===== src/rtl/axi_read_arbiter.sv =====
// Round-robin arbiter sharing one AXI read port between the I-cache and D-cache refill engines.
// One burst in flight at a time; R beats are steered to the owner until rlast.
module axi_read_arbiter #(
  parameter int          BURST_LEN = 16,
  parameter logic [3:0]  INST_ID   = 4'h0,
  parameter logic [3:0]  DATA_ID   = 4'h1
) (
  input  logic        aclk,
  input  logic        aresetn,

  input  logic        inst_req,
  input  logic [31:0] inst_addr,
  output logic        inst_arready,
  output logic [31:0] inst_rdata,
  output logic        inst_rvalid,
  output logic        inst_rlast,

  input  logic        data_req,
  input  logic [31:0] data_addr,
  output logic        data_arready,
  output logic [31:0] data_rdata,
  output logic        data_rvalid,
  output logic        data_rlast,

  output logic [3:0]  arid,
  output logic [31:0] araddr,
  output logic [7:0]  arlen,
  output logic [2:0]  arsize,
  output logic [1:0]  arburst,
  output logic [1:0]  arlock,
  output logic [3:0]  arcache,
  output logic [2:0]  arprot,
  output logic        arvalid,
  input  logic        arready,

  input  logic [3:0]  rid,
  input  logic [31:0] rdata,
  input  logic [1:0]  rresp,
  input  logic        rlast,
  input  logic        rvalid,
  output logic        rready
);

  localparam int CNT_W = $clog2(BURST_LEN + 1);

  typedef enum logic [1:0] {
    S_IDLE,
    S_ADDR,
    S_DATA
  } state_e;

  state_e           state_q;
  logic             owner_q;       // 0 = instruction, 1 = data
  logic             last_owner_q;
  logic [31:0]      araddr_q;
  logic [3:0]       arid_q;
  logic [CNT_W-1:0] beat_cnt_q;

  logic       grant_data;
  logic [3:0] owner_id;
  logic       beat_fwd;
  logic       ar_hs;

  // On a tie the requester that lost last time wins.
  assign grant_data = data_req & (~inst_req | ~last_owner_q);
  assign owner_id   = owner_q ? DATA_ID : INST_ID;
  assign beat_fwd   = (state_q == S_DATA) & rvalid & (rid == owner_id);
  assign ar_hs      = (state_q == S_ADDR) & arready;

  always_ff @(posedge aclk or negedge aresetn) begin
    if (!aresetn) begin
      state_q      <= S_IDLE;
      owner_q      <= 1'b0;
      last_owner_q <= 1'b1;
      araddr_q     <= '0;
      arid_q       <= '0;
      beat_cnt_q   <= '0;
    end else begin
      case (state_q)
        S_IDLE: begin
          if (inst_req | data_req) begin
            owner_q  <= grant_data;
            araddr_q <= grant_data ? data_addr : inst_addr;
            arid_q   <= grant_data ? DATA_ID : INST_ID;
            state_q  <= S_ADDR;
          end
        end
        S_ADDR: begin
          if (arready) begin
            beat_cnt_q <= '0;
            state_q    <= S_DATA;
          end
        end
        S_DATA: begin
          if (beat_fwd) begin
            if (beat_cnt_q != CNT_W'(BURST_LEN)) beat_cnt_q <= beat_cnt_q + CNT_W'(1);
            // Burst termination follows rlast; the counter is only a diagnostic.
            if (rlast) begin
              last_owner_q <= owner_q;
              state_q      <= S_IDLE;
            end
          end
        end
        default: state_q <= S_IDLE;
      endcase
    end
  end

  assign arid    = arid_q;
  assign araddr  = araddr_q;
  assign arlen   = 8'(BURST_LEN - 1);
  assign arsize  = 3'b010;
  assign arburst = 2'b01;
  assign arlock  = 2'b00;
  assign arcache = 4'b0000;
  assign arprot  = 3'b000;
  assign arvalid = (state_q == S_ADDR);
  assign rready  = (state_q == S_DATA);

  assign inst_arready = ar_hs & ~owner_q;
  assign data_arready = ar_hs & owner_q;

  assign inst_rvalid = beat_fwd & ~owner_q;
  assign inst_rlast  = inst_rvalid & rlast;
  assign inst_rdata  = inst_rvalid ? rdata : '0;

  assign data_rvalid = beat_fwd & owner_q;
  assign data_rlast  = data_rvalid & rlast;
  assign data_rdata  = data_rvalid ? rdata : '0;

  logic unused_ok;
  assign unused_ok = ^{rresp, beat_cnt_q};

endmodule


===== config.mk =====
export PLATFORM = sky130hd
export DESIGN_NAME = axi_read_arbiter
export DESIGN_NICKNAME = d
export VERILOG_FILES = /design/src/rtl/axi_read_arbiter.sv
export SDC_FILE = /design/constraint.sdc
export NUM_CORES = 1
export LEC_CHECK = 0
export ABC_AREA = 1
export CAP_MARGIN = 5
export CORE_ASPECT_RATIO = 1.75
export CORE_MARGIN = 5
export CORE_UTILIZATION = 27
export CTS_BUF_LIST = sky130_fd_sc_hd__clkbuf_16
export DETAILED_ROUTE_END_ITERATION = 7
export PLACE_DENSITY = 0.75
export SYNTH_ARGS = -nofsm -noshare
export SYNTH_HDL_FRONTEND = slang
export SYNTH_SLANG_ARGS = --single-unit

===== constraint.sdc =====
create_clock -name aclk -period 1.4 [get_ports aclk]
set_input_delay 0.28 -clock aclk [delete_from_list [all_inputs] [get_ports aclk]]
set_output_delay 0.28 -clock aclk [all_outputs]
set_load 0.05 [all_outputs]

==> impl_results.md <==
- Synth top area share: 35.6%
- Synth Area in Adders: 0%
- Cell with the most instances after synthesis: nand2_1
- Critical path class: reg -> out
- Worst path required time: 1120 ps
- Storage element area: 902 µm²
- Register bit total from synthesis: 36
- Hold slack: 508 ps
- CTS tree: built
- Pin count of the biggest net entering global routing: 37
- Core region area: 8980 µm²
- CP arrival: 1810 ps
- Initial core utilization: 27.4%
- Num CTS Buffers: 5
- Pwr/cell area: 1580 nW/µm²
- Synth warnings: 0
- Final ANT Viol Nets: 0
- Crit. path cell count: 8
- Met3 routed WL: 1.60 mm
- Crit path to: inst_rdata[28]
- # placed instances: 684
- Status: finished with violations
- Setup TNS: -48,300 ps
- Nets: 708
- Min Tclk post-route: 2090 ps
- Metal2 WL: 8.26 mm
- Main flop type after synthesis: dfrtp_1
- Syn_area_per_cell: 7.16 µm²
- # DRC: 0
- Worst skew pair latency: 280 ps
- Setup ws final: -686 ps
- Synth Instances: 344
- Cell taking the most area after synthesis: dfrtp_1
- Die area: 11,200 µm²
- Chip width: 82.2 µm
- Sequential area share after synthesis: 36.6%
- FMAX: 479 MHz
- Synth Area in Compound Gates: 10.3%
- Mapped cell area: 2460 µm²
- Routed len/inst: 20.4 µm
- Vias after detailed routing: 3,354
- Highest-delay cell along the critical path: dfrtp_1
- Most Frequent Cell on Critical Path: nor2_4
- DP Worst Slack: -687 ps
- Root Buffer: clkbuf_16
- I/O pin total: 239
- Leak: 3.19 nW
- H-tree levels: 2
- Wirelength, routed: 14.7 mm
- Clock Skew: 3.27 ps
- FF-to-FF path depth: 8
- Max rail drop VDD: 1.31 mV
- CP Buf/Inv Count: 3
- First-pass GRT wire length: 19.0 mm
- Fin crit share: 149%
- Worst reg2reg startpoint: state_q[0]
- Asr flop ratio synth: 100%
- Fraction of layout cells with a size suffix above 1: 50.7%
- Critical register-to-register path endpoint: araddr[24]
- TritonCTS sink count: 36
- Die H: 136 µm
- Unrepaired setup endpoints after global routing: yes
- XOR/XNOR share of the synthesized area: 0%
- Number of global-route vias before repair: 3,483
- Post-synth EDFFs: 0
- Vias per cell: 4.65
- Synth-to-Final Area Change: 198%
- HPWL Detailed: 10.3 mm
- Setup-failing EPs final: 107
- Global route total overflow: 0
- Multiplexer area fraction after synthesis: 0%
- Failing checks: setup timing
- Initial drt markers: 93
- Simple-gate share of the synthesized area: 33.8%
- CP startpoint kind: register
- Non-Filler Instances: 721
- CP peak stage delay: 430 ps
- Critical-path cell list: nor2_4, nand2_2, nor2_4, buf_12, nand2_8, clkbuf_16, nor2_4, buf_12
- Final Hold Viols: 0
- Synth unique cells: 22
- MaxCap Viol Count: 0
- Filler cell count: 488
- Area contributors post-synth: dfrtp_1, nand2_1, nor2_1
- Pre-Repair DR Iteration Count: 4
- Worst-path fanout max: 7
- Min-delay worst type: in -> async
- Flop-to-flop setup slack: -130 ps
- Row count: 46
- Initial antenna violation count: 0
- # port buffers: 211
- Final core utilization: 81.7%
- Family with the most delay on the worst path: simple AND/OR/NAND/NOR gates
- GRT Overall Usage: 22.7%
- DR top layer: met4
- Routability congestion estimate: 0.765
- CTS max path bufs: 2
- Area of the multi-input gates: 1780 µm²
- Max-slew violations: 0
- Routed metal-1 wirelength: 4.32 mm
- CP endpoint kind: output pin
- Largest family of logic cells by synthesized area: simple AND/OR/NAND/NOR gates
- Clk slew on worst S/H paths: 60 ps
- Top cells by count, synth: nand2_1, nor2_1, inv_1, dfrtp_1
- Critical path origin: state_q[0]
-- how the worst min path moves through the flow --
| stage | start | to | cells past startpoint |
|---|---|---|---|
| 2_1_floorplan | aresetn | araddr[0] | 0 |
| 3_3_place_gp | aresetn | araddr[6] | 2 |
| 3_5_place_dp | aresetn | araddr[10] | 2 |
| 4_1_cts | last_owner_q | last_owner_q | 2 |
| 5_1_grt | last_owner_q | last_owner_q | 2 |
| 6_report | aresetn | araddr[10] | 3 |
-- through the flow --
| step | instance area (µm²) | power (W) |
|---|---|---|
| floorplan | 3030 | 0.00514 |
| global placement | 6360 | 0.00856 |
| detailed placement | 6360 | 0.00872 |
| CTS | 6870 | 0.0106 |
| global route | 7330 | 0.0121 |
| finish | 7330 | 0.0116 |
-- cells in the final DEF, fill, tap and decap left out, drive strengths merged, types with 6 or more instances in the layout --
master,instances
dfrtp,35
buf,155
nand2,78
dlygate4sd2,6
conb,25
inv,38
nor2,73
or2,32
clkdlybuf4s50,98
clkbuf,13
o211ai,32
-- power by group --
part	internal (W)	switching, W
logic	0.00377	0.00403
clock network	0.00120	0.000422
registers	0.00157	0.000594
total	0.00654	0.00505
-- kinds of logic (layout without fill, tap and decap cells) --
kind of cell / count (synthesis) / after routing
flip-flops: 36 / 36
AO/OA/AOI/OAI: 34 / 34
AND/OR/NAND/NOR: 186 / 186
buffers and inverters: 86 / 319
other: 2 / 26
-- layer usage --
metal  global-route usage, %  vias to the layer above
met5                       0                        -
met4                    6.65                        0
met3                    7.36                       37
met2                    45.0                      216
met1                    20.7                     1584
li1                        -                     1517
-- layout make-up --
type	instances	share of cell area, %
Sequential cell	36	12.3
Clock buffer	5	1.71
Antenna cell	1	0.0341
Multi-Input combinational cell	245	24.3
Tap cell	120	2.05
Inverter	42	2.61
Clock inverter	3	1.23
Timing Repair Buffer	269	55.8
-- worst reg2reg max path, stage by stage (launching register included) --
cell and delay [ps]:
dfrtp_1 430, buf_6 150, buf_6 110, nor3_4 200
buf_12 170, buf_8 120, clkbuf_16 140, o211ai_1 100
nand2_1 60
-- registers in the layout, indices dropped and copies added (netlist names) --
signal	count
last_owner_q	1
state_q	2
owner_q	1
araddr	32
-- timing repair --
item / in CTS / in global routing
gates cloned: 5 / 10
endpoints found under the hold margin: 35 / 0
resized for setup: 38 / 45
pin swaps: 24 / 32
setup buffers: 8 / 12
setup endpoints to repair: 105 / 104
hold buffers: 1 / 0
Power figures use the tool's default switching activity.
